File: src/rtl/alu_cond_unit_pkg.sv
// Shared types for the integer ALU functional unit.
//   fu_op_t      : ALU operation selector (values 13..15 are unused encodings)
//   cond_t       : AArch64 condition code, EQ=0 .. NV=15
//   nzcv_t       : flags, N in msb .. V in lsb
//   rs_if_t      : issue bundle from the reservation station
//   rs_alu_ext_t : ALU-specific issue extension (flag write enable, flags, condition)
//   fu_if_t      : completion bundle to the ROB
//   fu_alu_ext_t : ALU-specific completion extension
package alu_cond_unit_pkg;

  localparam int unsigned GPR_SIZE  = 64;
  localparam int unsigned ROB_IDX_W = 4;

  typedef enum logic [3:0] {
    FU_OP_PASS_A = 4'd0,
    FU_OP_PLUS   = 4'd1,
    FU_OP_MINUS  = 4'd2,
    FU_OP_AND    = 4'd3,
    FU_OP_OR     = 4'd4,
    FU_OP_ORN    = 4'd5,
    FU_OP_EOR    = 4'd6,
    FU_OP_CSEL   = 4'd7,
    FU_OP_CSINC  = 4'd8,
    FU_OP_CSINV  = 4'd9,
    FU_OP_CSNEG  = 4'd10,
    FU_OP_ADRX   = 4'd11,
    FU_OP_MOV    = 4'd12
  } fu_op_t;

  typedef enum logic [3:0] {
    COND_EQ = 4'd0,  COND_NE = 4'd1,  COND_CS = 4'd2,  COND_CC = 4'd3,
    COND_MI = 4'd4,  COND_PL = 4'd5,  COND_VS = 4'd6,  COND_VC = 4'd7,
    COND_HI = 4'd8,  COND_LS = 4'd9,  COND_GE = 4'd10, COND_LT = 4'd11,
    COND_GT = 4'd12, COND_LE = 4'd13, COND_AL = 4'd14, COND_NV = 4'd15
  } cond_t;

  typedef struct packed {
    logic n;
    logic z;
    logic c;
    logic v;
  } nzcv_t;

  typedef struct packed {
    logic                 start;
    fu_op_t               fu_op;
    logic [GPR_SIZE-1:0]  val_a;
    logic [GPR_SIZE-1:0]  val_b;
    logic [ROB_IDX_W-1:0] dst_rob_index;
  } rs_if_t;

  typedef struct packed {
    logic  set_nzcv;
    nzcv_t nzcv;
    cond_t cond_codes;
  } rs_alu_ext_t;

  typedef struct packed {
    logic                 done;
    logic [ROB_IDX_W-1:0] dst_rob_index;
    logic [GPR_SIZE-1:0]  value;
  } fu_if_t;

  typedef struct packed {
    logic  set_nzcv;
    nzcv_t nzcv;
    logic  condition;
  } fu_alu_ext_t;

endpackage

File: src/rtl/alu_cond_unit_cond_holds.sv
// Combinational AArch64 condition evaluation.
//   cond       : in  condition code
//   nzcv       : in  flags to test
//   cond_holds : out 1 when the condition is satisfied
module cond_holds
  import alu_cond_unit_pkg::*;
(
  input  cond_t cond,
  input  nzcv_t nzcv,
  output logic  cond_holds
);

  logic [2:0] sel;
  logic       base;

  always_comb begin
    sel  = cond[3:1];
    base = 1'b0;
    case (sel)
      3'b000: base = nzcv.z;
      3'b001: base = nzcv.c;
      3'b010: base = nzcv.n;
      3'b011: base = nzcv.v;
      3'b100: base = nzcv.c & ~nzcv.z;
      3'b101: base = (nzcv.n == nzcv.v);
      3'b110: base = (nzcv.n == nzcv.v) & ~nzcv.z;
      default: base = 1'b1;
    endcase
    // Odd codes invert the base test, but NV (1111) behaves like AL.
    cond_holds = (cond == COND_NV) ? 1'b1 : (base ^ cond[0]);
  end

endmodule

File: src/rtl/alu_cond_unit.sv
// Single-issue integer ALU functional unit, latency 1.
//   in_clk             : clock, all state on posedge
//   in_rst             : synchronous active-low reset
//   in_rs_alu_sigs     : start, fu_op, val_a, val_b, dst_rob_index
//   in_rs_alu_sigs_ext : set_nzcv, nzcv, cond_codes
//   out_rs_alu_ready   : constant 1, one op accepted per cycle
//   out_rob_sigs       : done (one-cycle pulse), dst_rob_index, value
//   out_rob_alu_sigs   : set_nzcv, nzcv, condition
module alu_cond_unit
  import alu_cond_unit_pkg::*;
(
  input  logic        in_clk,
  input  logic        in_rst,
  input  rs_if_t      in_rs_alu_sigs,
  input  rs_alu_ext_t in_rs_alu_sigs_ext,
  output logic        out_rs_alu_ready,
  output fu_if_t      out_rob_sigs,
  output fu_alu_ext_t out_rob_alu_sigs
);

  logic                 start_q, start_d;
  fu_op_t               op_q, op_d;
  logic [GPR_SIZE-1:0]  val_a_q, val_a_d;
  logic [GPR_SIZE-1:0]  val_b_q, val_b_d;
  logic [ROB_IDX_W-1:0] dst_q, dst_d;
  logic                 set_nzcv_q, set_nzcv_d;
  nzcv_t                nzcv_q, nzcv_d;
  cond_t                cond_q, cond_d;

  always_comb begin
    start_d    = in_rs_alu_sigs.start;
    op_d       = op_q;
    val_a_d    = val_a_q;
    val_b_d    = val_b_q;
    dst_d      = dst_q;
    set_nzcv_d = set_nzcv_q;
    nzcv_d     = nzcv_q;
    cond_d     = cond_q;
    if (in_rs_alu_sigs.start) begin
      op_d       = in_rs_alu_sigs.fu_op;
      val_a_d    = in_rs_alu_sigs.val_a;
      val_b_d    = in_rs_alu_sigs.val_b;
      dst_d      = in_rs_alu_sigs.dst_rob_index;
      set_nzcv_d = in_rs_alu_sigs_ext.set_nzcv;
      nzcv_d     = in_rs_alu_sigs_ext.nzcv;
      cond_d     = in_rs_alu_sigs_ext.cond_codes;
    end
  end

  always_ff @(posedge in_clk) begin
    if (!in_rst) begin
      start_q    <= 1'b0;
      op_q       <= FU_OP_PASS_A;
      val_a_q    <= '0;
      val_b_q    <= '0;
      dst_q      <= '0;
      set_nzcv_q <= 1'b0;
      nzcv_q     <= '0;
      cond_q     <= COND_EQ;
    end else begin
      start_q    <= start_d;
      op_q       <= op_d;
      val_a_q    <= val_a_d;
      val_b_q    <= val_b_d;
      dst_q      <= dst_d;
      set_nzcv_q <= set_nzcv_d;
      nzcv_q     <= nzcv_d;
      cond_q     <= cond_d;
    end
  end

  logic cond_ok;

  cond_holds u_cond_holds (
    .cond       (cond_q),
    .nzcv       (nzcv_q),
    .cond_holds (cond_ok)
  );

  // One shared adder; subtraction is a + ~b + 1 so the carry-out is "no borrow".
  logic                is_sub;
  logic [GPR_SIZE-1:0] add_b;
  logic [GPR_SIZE:0]   sum;
  logic [GPR_SIZE-1:0] result;
  nzcv_t               flags;

  always_comb begin
    is_sub = (op_q == FU_OP_MINUS);
    add_b  = is_sub ? ~val_b_q : val_b_q;
    sum    = {1'b0, val_a_q} + {1'b0, add_b} + {{GPR_SIZE{1'b0}}, is_sub};

    case (op_q)
      FU_OP_PLUS, FU_OP_ADRX, FU_OP_MINUS: result = sum[GPR_SIZE-1:0];
      FU_OP_AND:    result = val_a_q & val_b_q;
      FU_OP_OR,
      FU_OP_MOV:    result = val_a_q | val_b_q;
      FU_OP_ORN:    result = val_a_q | ~val_b_q;
      FU_OP_EOR:    result = val_a_q ^ val_b_q;
      FU_OP_PASS_A: result = val_a_q;
      FU_OP_CSEL:   result = cond_ok ? val_a_q : val_b_q;
      FU_OP_CSINC:  result = cond_ok ? val_a_q : (val_b_q + GPR_SIZE'(1));
      FU_OP_CSINV:  result = cond_ok ? val_a_q : ~val_b_q;
      FU_OP_CSNEG:  result = cond_ok ? val_a_q : ('0 - val_b_q);
      default:      result = '0;
    endcase

    flags.n = result[GPR_SIZE-1];
    flags.z = (result == '0);
    flags.c = 1'b0;
    flags.v = 1'b0;
    case (op_q)
      FU_OP_PLUS, FU_OP_ADRX: begin
        flags.c = sum[GPR_SIZE];
        flags.v = (val_a_q[GPR_SIZE-1] == val_b_q[GPR_SIZE-1]) &&
                  (result[GPR_SIZE-1] != val_a_q[GPR_SIZE-1]);
      end
      FU_OP_MINUS: begin
        flags.c = sum[GPR_SIZE];
        flags.v = (val_a_q[GPR_SIZE-1] != val_b_q[GPR_SIZE-1]) &&
                  (result[GPR_SIZE-1] != val_a_q[GPR_SIZE-1]);
      end
      default: ;
    endcase
  end

  assign out_rs_alu_ready               = 1'b1;
  assign out_rob_sigs.done              = start_q;
  assign out_rob_sigs.dst_rob_index     = dst_q;
  assign out_rob_sigs.value             = result;
  assign out_rob_alu_sigs.set_nzcv      = set_nzcv_q;
  assign out_rob_alu_sigs.nzcv          = flags;
  assign out_rob_alu_sigs.condition     = cond_ok;

endmodule

File: config.mk
export PLATFORM = sky130hd
export DESIGN_NAME = alu_cond_unit
export DESIGN_NICKNAME = d
export VERILOG_FILES = /design/src/rtl/alu_cond_unit_pkg.sv /design/src/rtl/alu_cond_unit_cond_holds.sv /design/src/rtl/alu_cond_unit.sv
export SDC_FILE = /design/constraint.sdc
export NUM_CORES = 1
export LEC_CHECK = 0
export CAP_MARGIN = 20
export CELL_PAD_IN_SITES_DETAIL_PLACEMENT = 1
export CELL_PAD_IN_SITES_GLOBAL_PLACEMENT = 2
export CORE_UTILIZATION = 36
export CTS_CLUSTER_SIZE = 40
export DETAILED_ROUTE_END_ITERATION = 10
export PLACE_DENSITY_LB_ADDON = 0.1
export SYNTH_ARGS = -nofsm -noshare
export SYNTH_HDL_FRONTEND = slang
export SYNTH_HIERARCHICAL = 1
export SYNTH_SLANG_ARGS = --single-unit
File: constraint.sdc
create_clock -name in_clk -period 13.1 [get_ports in_clk]
set_input_delay 1.965 -clock in_clk [delete_from_list [all_inputs] [get_ports in_clk]]
set_output_delay 1.965 -clock in_clk [all_outputs]
set_load 0.005 [all_outputs]
==> results.md, run 1 <==
* Outcome: finished clean
* Maximum Capacitance Violations at 0
* DP Wirelength at 81900 µm
* Max-slew headroom at 0.221
* Number of placed instances with taps included at between 3000 and 4000
* Wire length per cell after detailed routing at roughly 31 µm
* Number of placement rows at 85
* PwrDens at approximately 87 nW/µm²
* Share of synthesized area occupied by flip-flops and latches at 0.148
* Ratio of routed vias to standard cells at between 6 and 7
* Number of clock buffers inserted by TritonCTS at 17
* CTS resizes at 0
* Fill cell instance count of the final layout at approximately 6600
* Weighted congestion reported at the end of routability-driven placement at 0.991
* Final max-slew violation count at 0
* Footprint of the multi-input gates at around 16000 µm²
* Worst Skew at 0 ns
* Setup fix buffers added after clock tree synthesis at 0
* Nature of the critical path startpoint: register
* Detailed-route DRC error count at 0
* Setup repair after global routing missed its margin: no
* Number of diodes added for antenna fixing at 0
* Worst min-delay path category: register to register
* Category of the critical setup timing path: register to output pin
* Number of buffer cells added on primary ports at around 220
* Sum of negative setup slack at 0 ns
* Synthesized flop and latch total at ~150
* Number of global-route vias before repair at 22938
* Starting utilization of the core area at 0.366
* Area overhead of the layout relative to synthesis at 17.4%
* Post-CTS Hold Buffers at 0
* Max IR drop VDD at around 0.11 mV
* Total number of vias at roughly 24000
* Core area at ~54000 µm²
* Synthesized Nets at slightly above 3000
* Count of mapped cells out of synthesis at 2734
* Critical path required time at between 10 and 15 ns
* Clk Tree Root Cell: sky130_fd_sc_hd__clkbuf_16
* Overall die area at 56000 µm²
* Part of the total power dissipated in sequential elements at 0.265
* Total design power at 2.03 mW
* Highest clock rate at 106 MHz
* Worst slew pin tran at around 1.2 ns
* Final number of setup-violating endpoints at 0
* Fraction of power spent switching nets at 0.449
* Layout cells sized above 1 at 0.0589
* Count of non-filler cells in the finished layout at 3513
* Die Y at between 200 and 250 µm
* CTS tree: yes
* Avg Synthesized Cell Area at between 7 and 8 µm²
* Worst Path Arrival at roughly 7.5 ns
* Drt total wl at about 110000 µm
* DR pass1 iterations at 7
* Largest net degree at the start of global routing at 75
* Detail Route Antenna Nets at 0
* Wire length of the first global-routing pass at about 160000 µm
* Clock transition at the register clock pins on the worst setup and hold paths after CTS at around 0.090 ns
* Total count of hold-check failures in the final report at 0
* Top flip-flop cell by instance count after synthesis: sky130_fd_sc_hd__dfxtp_1
* Number of DRC markers after the initial detailed-route iteration at 2582
* Time the final worst path needs with I/O delays and setup at 9.42 ns
* H-tree depth at 4
* Critical path capture point type: output pin
* Clock insertion delay at the later pin of the skew report at 0.50 ns
* Horiz. Die Dim at between 200 and 250 µm
* Ys async rst share at 0
* I/O pin count at ~220
* Total routing resource utilization after global routing at 0.376
* Final critical-path share of the clock period at 0.719
* Leftover overflow at the end of global routing at 0
* Antenna violations before repair at 1
* Gate power share at 0.459
* Sw Pwr at 912 µW
* Mapped Area at roughly 20000 µm²
* Syn. warnings at 6
* FF/Latch Area at slightly below 3000 µm²
* Maximum count of clock buffers along a single path at 2
* Static leakage at between 9 and 10 nW
* CTS Sinks at around 150
* Post-synth cell types at 88
* Share of power burned in the clock network at 0.276
* Maximum net fanout on the critical path at 39
* Number of enable flip-flop cells after synthesis at 0
* Number of nets in the final layout at about 3000
* Internal power contribution at between 1 and 1.5 mW
## Yosys cell counts (75+ instances only)
master / instances / area share
sky130_fd_sc_hd__a21oi_1: 193 / 0.049
sky130_fd_sc_hd__clkbuf_1: 205 / 0.039
sky130_fd_sc_hd__dfxtp_1: 146 / 0.15
sky130_fd_sc_hd__ha_1: 139 / 0.088
sky130_fd_sc_hd__mux2i_1: 161 / 0.081
sky130_fd_sc_hd__nand2_1: 195 / 0.037
sky130_fd_sc_hd__nand3_1: 76 / 0.019
sky130_fd_sc_hd__nand4_1: 75 / 0.024
sky130_fd_sc_hd__nor2_1: 187 / 0.035
sky130_fd_sc_hd__nor2b_1: 162 / 0.051
sky130_fd_sc_hd__nor3_1: 83 / 0.021
sky130_fd_sc_hd__o21ai_0: 189 / 0.048
sky130_fd_sc_hd__xnor2_1: 78 / 0.034
sky130_fd_sc_hd__xor2_1: 107 / 0.047
## per-layer routing
| metal | routed length (µm) | up-vias | track usage |
|---|---|---|---|
| met5 | 13 | - | 0 |
| met4 | 3320 | 2 | 0.124 |
| met3 | 9330 | 186 | 0.0688 |
| met2 | 46000 | 1204 | 0.573 |
| met1 | 48600 | 11706 | 0.529 |
| li1 | - | 10412 | - |
## power by group through the flow
stage          clock network, mW  logic [mW]  registers (mW)
3_5_place_dp                   0       0.905           0.545
5_1_grt                    0.586       0.983           0.540
6_report                   0.561       0.932           0.539
2_1_floorplan                  0       0.527           0.503
3_3_place_gp                   0       0.890           0.543
4_1_cts                    0.572       0.910           0.535
## path summary, 6_finish.rpt
path	endpoint	slack, ns	cells after the start	startpoint
max reg2reg	op_q[1]$_SDFFE_PN0P_	11.80	3	op_q[1]$_SDFFE_PN0P_
max	out_rob_alu_sigs[3]	3.68	17	op_q[3]$_SDFFE_PN0P_
min reg2reg	dst_q[1]$_SDFFE_PN0P_	0.53	2	dst_q[1]$_SDFFE_PN0P_
min	dst_q[1]$_SDFFE_PN0P_	0.53	2	dst_q[1]$_SDFFE_PN0P_
## flip-flops by register name, indices dropped and copies added (netlist names)
register and count:
start_q 1, val_a_q 64, dst_q 4, val_b_q 64
op_q 4, nzcv_q 4, set_nzcv_q 1, cond_q 4
## final cells by class
type / instances / share of cell area
multi-input combinational: 2300 / 0.682
sequential: 146 / 0.126
timing repair buffer: 303 / 0.122
tap: 696 / 0.0375
clock buffer: 18 / 0.0185
clock inverter: 14 / 0.00813
inverter: 36 / 0.00581
## placed cells by master, fill, tap and decap left out, types with 78 or more instances in the layout
| master | instances |
|---|---|
| sky130_fd_sc_hd__a21oi_1 | 192 |
| sky130_fd_sc_hd__buf_4 | 82 |
| sky130_fd_sc_hd__clkdlybuf4s50_1 | 220 |
| sky130_fd_sc_hd__dfxtp_1 | 145 |
| sky130_fd_sc_hd__ha_1 | 139 |
| sky130_fd_sc_hd__mux2i_1 | 161 |
| sky130_fd_sc_hd__nand2_1 | 195 |
| sky130_fd_sc_hd__nor2_1 | 185 |
| sky130_fd_sc_hd__nor2b_1 | 161 |
| sky130_fd_sc_hd__nor3_1 | 80 |
| sky130_fd_sc_hd__o21ai_0 | 189 |
| sky130_fd_sc_hd__xnor2_1 | 78 |
| sky130_fd_sc_hd__xor2_1 | 107 |
## per-stage QoR
stage	utilization	area (µm²)	worst slack, ns	hold slack, ns
finish	0.429	23200	3.68	0.529
global placement	0.418	22600	3.84	0.499
detailed placement	0.418	22600	4.30	0.517
floorplan	-	19800	5.58	0.484
global route	0.429	23200	3.49	0.565
CTS	0.429	23200	3.72	0.534
## cell families (layout without fill, tap and decap cells)
family | after synthesis | in the layout | share of synthesized area
mux | 166 | 166 | 0.0842
fa+ha+maj | 140 | 140 | 0.0888
simple gates | 997 | 997 | 0.269
xor+xnor | 185 | 185 | 0.0818
buf+inv | 288 | 371 | 0.0564
flops | 146 | 146 | 0.148
other cells | 1 | 1 | 0.000189
compound gates | 811 | 811 | 0.272
## critical path, cell delays in order (launching register included)
cell,delay [ns]
sky130_fd_sc_hd__dfxtp_1,0.31
sky130_fd_sc_hd__buf_4,0.26
sky130_fd_sc_hd__nor4b_4,0.35
sky130_fd_sc_hd__buf_4,0.50
sky130_fd_sc_hd__xor2_1,0.15
sky130_fd_sc_hd__ha_1,0.40
sky130_fd_sc_hd__a21oi_1,0.36
sky130_fd_sc_hd__o21ai_0,0.22
sky130_fd_sc_hd__o21ai_0,0.67
sky130_fd_sc_hd__nand3_1,0.31
sky130_fd_sc_hd__xor2_1,0.25
sky130_fd_sc_hd__a211o_1,0.37
sky130_fd_sc_hd__or4bb_1,0.65
sky130_fd_sc_hd__nor4_1,0.49
sky130_fd_sc_hd__nand4b_1,0.23
sky130_fd_sc_hd__or4_1,0.59
sky130_fd_sc_hd__nor4_2,0.23
sky130_fd_sc_hd__clkdlybuf4s50_1,0.53
Note: power is estimated with default switching activity, not from simulation.
==> inputs of run 2 (changes only) <==
--- a/config.mk
+++ b/config.mk
@@ -8,7 +8,7 @@
 export CAP_MARGIN = 20
 export CELL_PAD_IN_SITES_DETAIL_PLACEMENT = 1
 export CELL_PAD_IN_SITES_GLOBAL_PLACEMENT = 2
-export CORE_UTILIZATION = 36
+export CORE_UTILIZATION = 34
 export CTS_CLUSTER_SIZE = 40
 export DETAILED_ROUTE_END_ITERATION = 10
 export PLACE_DENSITY_LB_ADDON = 0.1
==> constraint.sdc (replaced) <==
create_clock -name in_clk -period 9.8 [get_ports in_clk]
set_input_delay 1.47 -clock in_clk [delete_from_list [all_inputs] [get_ports in_clk]]
set_output_delay 1.47 -clock in_clk [all_outputs]
set_load 0.005 [all_outputs]
==> run 2 against run 1 <==
Compared with the run above: first-iteration DRC count rose by 1.8%; sequential cell count stayed put; non-clock buffer count decreased by 8; die area increased by 5.8%; via count shrank 1.1%; sequential share of layout area about the same; worst setup slack worse by 2.9 ns; clock skew unchanged; combinational power is 32% higher.
==> results.md, run 2 (synthesis results as in run 1) <==
* Sum of negative setup slack at 0 ns (unchanged)
* Highest clock rate at 111 MHz
* Total number of vias at 23244 (was 23510)
* Number of buffer cells added on primary ports at 222 (unchanged)
* CTS resizes at 0 (unchanged)
* DP Wirelength at 83100 µm (was 81900 µm)
* Worst min-delay path category: register to register (unchanged)
* Clock transition at the register clock pins on the worst setup and hold paths after CTS at 0.08 ns (was 0.09 ns)
* Static leakage at 9.19 nW (was 9.23 nW)
* Worst setup path start: op_q[3]$_SDFFE_PN0P_ (unchanged)
* Detail Route Antenna Nets at 0 (unchanged)
* Launching point of the worst reg2reg path: op_q[0]$_SDFFE_PN0P_ (was op_q[1]$_SDFFE_PN0P_)
* Critical path capture point type: output pin (unchanged)
* Horiz. Die Dim at 243 µm (was 237 µm)
* Total count of hold-check failures in the final report at 0 (unchanged)
* Wire length of the first global-routing pass at 158000 µm (was 157000 µm)
* Nature of the critical path startpoint: register (unchanged)
* Clock insertion delay at the later pin of the skew report at 0.52 ns (was 0.50 ns)
* Outcome: finished clean (unchanged)
* Weighted congestion reported at the end of routability-driven placement at 0.947 (was 0.991)
* Cell Chain, Critical Path: nor4b_4, buf_8, buf_4, xor2_1, ha_1, a21oi_1, o21ai_0, xnor2_1, o21ai_0, or3_1, nor4_1, or4b_2, nor4_1, nand4b_1, or4_1, nor4_2, clkdlybuf4s50_1 (was buf_4, nor4b_4, buf_4, xor2_1, ha_1, a21oi_1, o21ai_0, o21ai_0, nand3_1, xor2_1, a211o_1, or4bb_1, nor4_1, nand4b_1, or4_1, nor4_2, clkdlybuf4s50_1)
* Largest net degree at the start of global routing at 89 (was 75)
* CTS tree: yes (unchanged)
* Layout cells sized above 1 at 0.0570 (was 0.0589)
* Core area at 57600 µm² (was 54100 µm²)
* Final critical-path share of the clock period at 0.919
* Post-CTS Hold Buffers at 0 (unchanged)
* Starting utilization of the core area at 0.344 (was 0.366)
* Number of clock buffers inserted by TritonCTS at 17 (unchanged)
* Setup repair after global routing missed its margin: no (unchanged)
* CP max-delay cell: sky130_fd_sc_hd__nor4_1 (was sky130_fd_sc_hd__o21ai_0)
* Count of buffer and inverter cells on the critical path at 3 (unchanged)
* CTS Sinks at 146 (unchanged)
* Maximum count of clock buffers along a single path at 2 (unchanged)
* Number of global-route vias before repair at 22642 (was 22938)
* Number of nets in the final layout at 3084 (was 3092)
* Leading cell type in the layout, fill and taps excluded: sky130_fd_sc_hd__clkdlybuf4s50_1 (unchanged)
* Clk Tree Root Cell: sky130_fd_sc_hd__clkbuf_16 (unchanged)
* Antenna violations before repair at 4 (was 1)
* Setup fix buffers added after clock tree synthesis at 0 (unchanged)
* Final number of setup-violating endpoints at 0 (unchanged)
* Number of placement rows at 88 (was 85)
* Worst Skew at 0 ns (unchanged)
* CP peak stage delay at 0.86 ns (was 0.67 ns)
* Critical path required time at 8.33 ns (was 11.14 ns)
* Number of DRC markers after the initial detailed-route iteration at 2629 (was 2582)
* Maximum Capacitance Violations at 0 (unchanged)
* Maximum net fanout on the critical path at 11 (was 39)
* Overall die area at 59200 µm² (was 56000 µm²)
* Worst Path Arrival at 7.53 ns (was 7.46 ns)
* Die Y at 243 µm (was 237 µm)
* Leftover overflow at the end of global routing at 0 (unchanged)
* H-tree depth at 4 (unchanged)
* I/O pin count at 224 (unchanged)
* Area overhead of the layout relative to synthesis at 17.6% (was 17.4%)
* Hold wc startpoint: dst_q[2]$_SDFFE_PN0P_ (was dst_q[1]$_SDFFE_PN0P_)
* Ratio of routed vias to standard cells at 6.50 (was 6.69)
* Max IR drop VDD at 0.151 mV (was 0.113 mV)
* Wire length per cell after detailed routing at 30.3 µm (was 30.5 µm)
* Final max-slew violation count at 0 (unchanged)
* PwrDens at 115 nW/µm² (was 87.4 nW/µm²)
* Time the final worst path needs with I/O delays and setup at 9.00 ns
* DR pass1 iterations at 6 (was 7)
* Category of the critical setup timing path: register to output pin (unchanged)
* Final hold slack at 0.531 ns (was 0.529 ns)
* Max-slew headroom at 0.250 (was 0.221)
* Total routing resource utilization after global routing at 0.358 (was 0.376)
* Leading registers by flop count: val_a_q: 64 flops, val_b_q: 64 flops (unchanged)
* Drt total wl at 108000 µm (was 107000 µm)
* Worst slew pin tran at 1.10 ns (was 1.15 ns)
* Commonest cells after routing, fill and taps aside: sky130_fd_sc_hd__clkdlybuf4s50_1, sky130_fd_sc_hd__nand2_1, sky130_fd_sc_hd__a21oi_1 (unchanged)
* Top cell family by delay on the critical path: simple AND/OR/NAND/NOR gates (unchanged)
* Detailed-route DRC error count at 0 (unchanged)
[run 2: tightest hold or removal path, delay by kind of cell, from the launching register on]
kind / cells / cell delay [ns]
flops: 1 / 0.32
mux: 1 / 0.12
simple gates: 1 / 0.06
[run 2: report_power, final]
| part | switching [mW] | internal, mW | total [mW] |
|---|---|---|---|
| clock | 0.370 | 0.345 | 0.715 |
| combinational | 0.754 | 0.478 | 1.23 |
| sequential | 0.109 | 0.629 | 0.738 |
| total | 1.23 | 1.45 | 2.69 |
[run 2: per-layer routing]
metal,vias up,global-route usage,share of wire
met5,-,0,0.00025
met4,4,0.115,0.029
met3,152,0.0633,0.082
met2,1062,0.539,0.43
met1,11630,0.511,0.46
li1,10396,-,-
[run 2: layout make-up]
class                           count  area [µm²]
Clock inverter                     15         183
Sequential cell                   146        2920
Tap cell                          765         957
Inverter                           36         135
Multi-Input combinational cell   2300       15900
Antenna cell                        4        10.0
Clock buffer                       17         425
Timing Repair Buffer              295        2790
Fill cell                        7068       34300
[run 2: per-stage QoR]
stage	util	total power [mW]	area (µm²)	instances	setup WS (ns)
global route	0.404	2.80	23300	3574	0.651
floorplan	-	1.38	19800	2734	2.78
detailed placement	0.394	1.95	22700	3542	1.37
CTS	0.404	2.67	23300	3574	0.800
finish	0.405	2.69	23300	3578	0.798
global placement	0.394	1.93	22700	3541	0.966
[run 2: path summary, 6_finish.rpt]
check                           cells past startpoint                    end  slack [ns]
worst max register to register                      3   op_q[0]$_SDFFE_PN0P_        8.47
worst min register to register                      2  dst_q[2]$_SDFFE_PN0P_        0.53
worst min-delay path                                2  dst_q[2]$_SDFFE_PN0P_        0.53
worst max-delay path                               17    out_rob_alu_sigs[3]        0.80
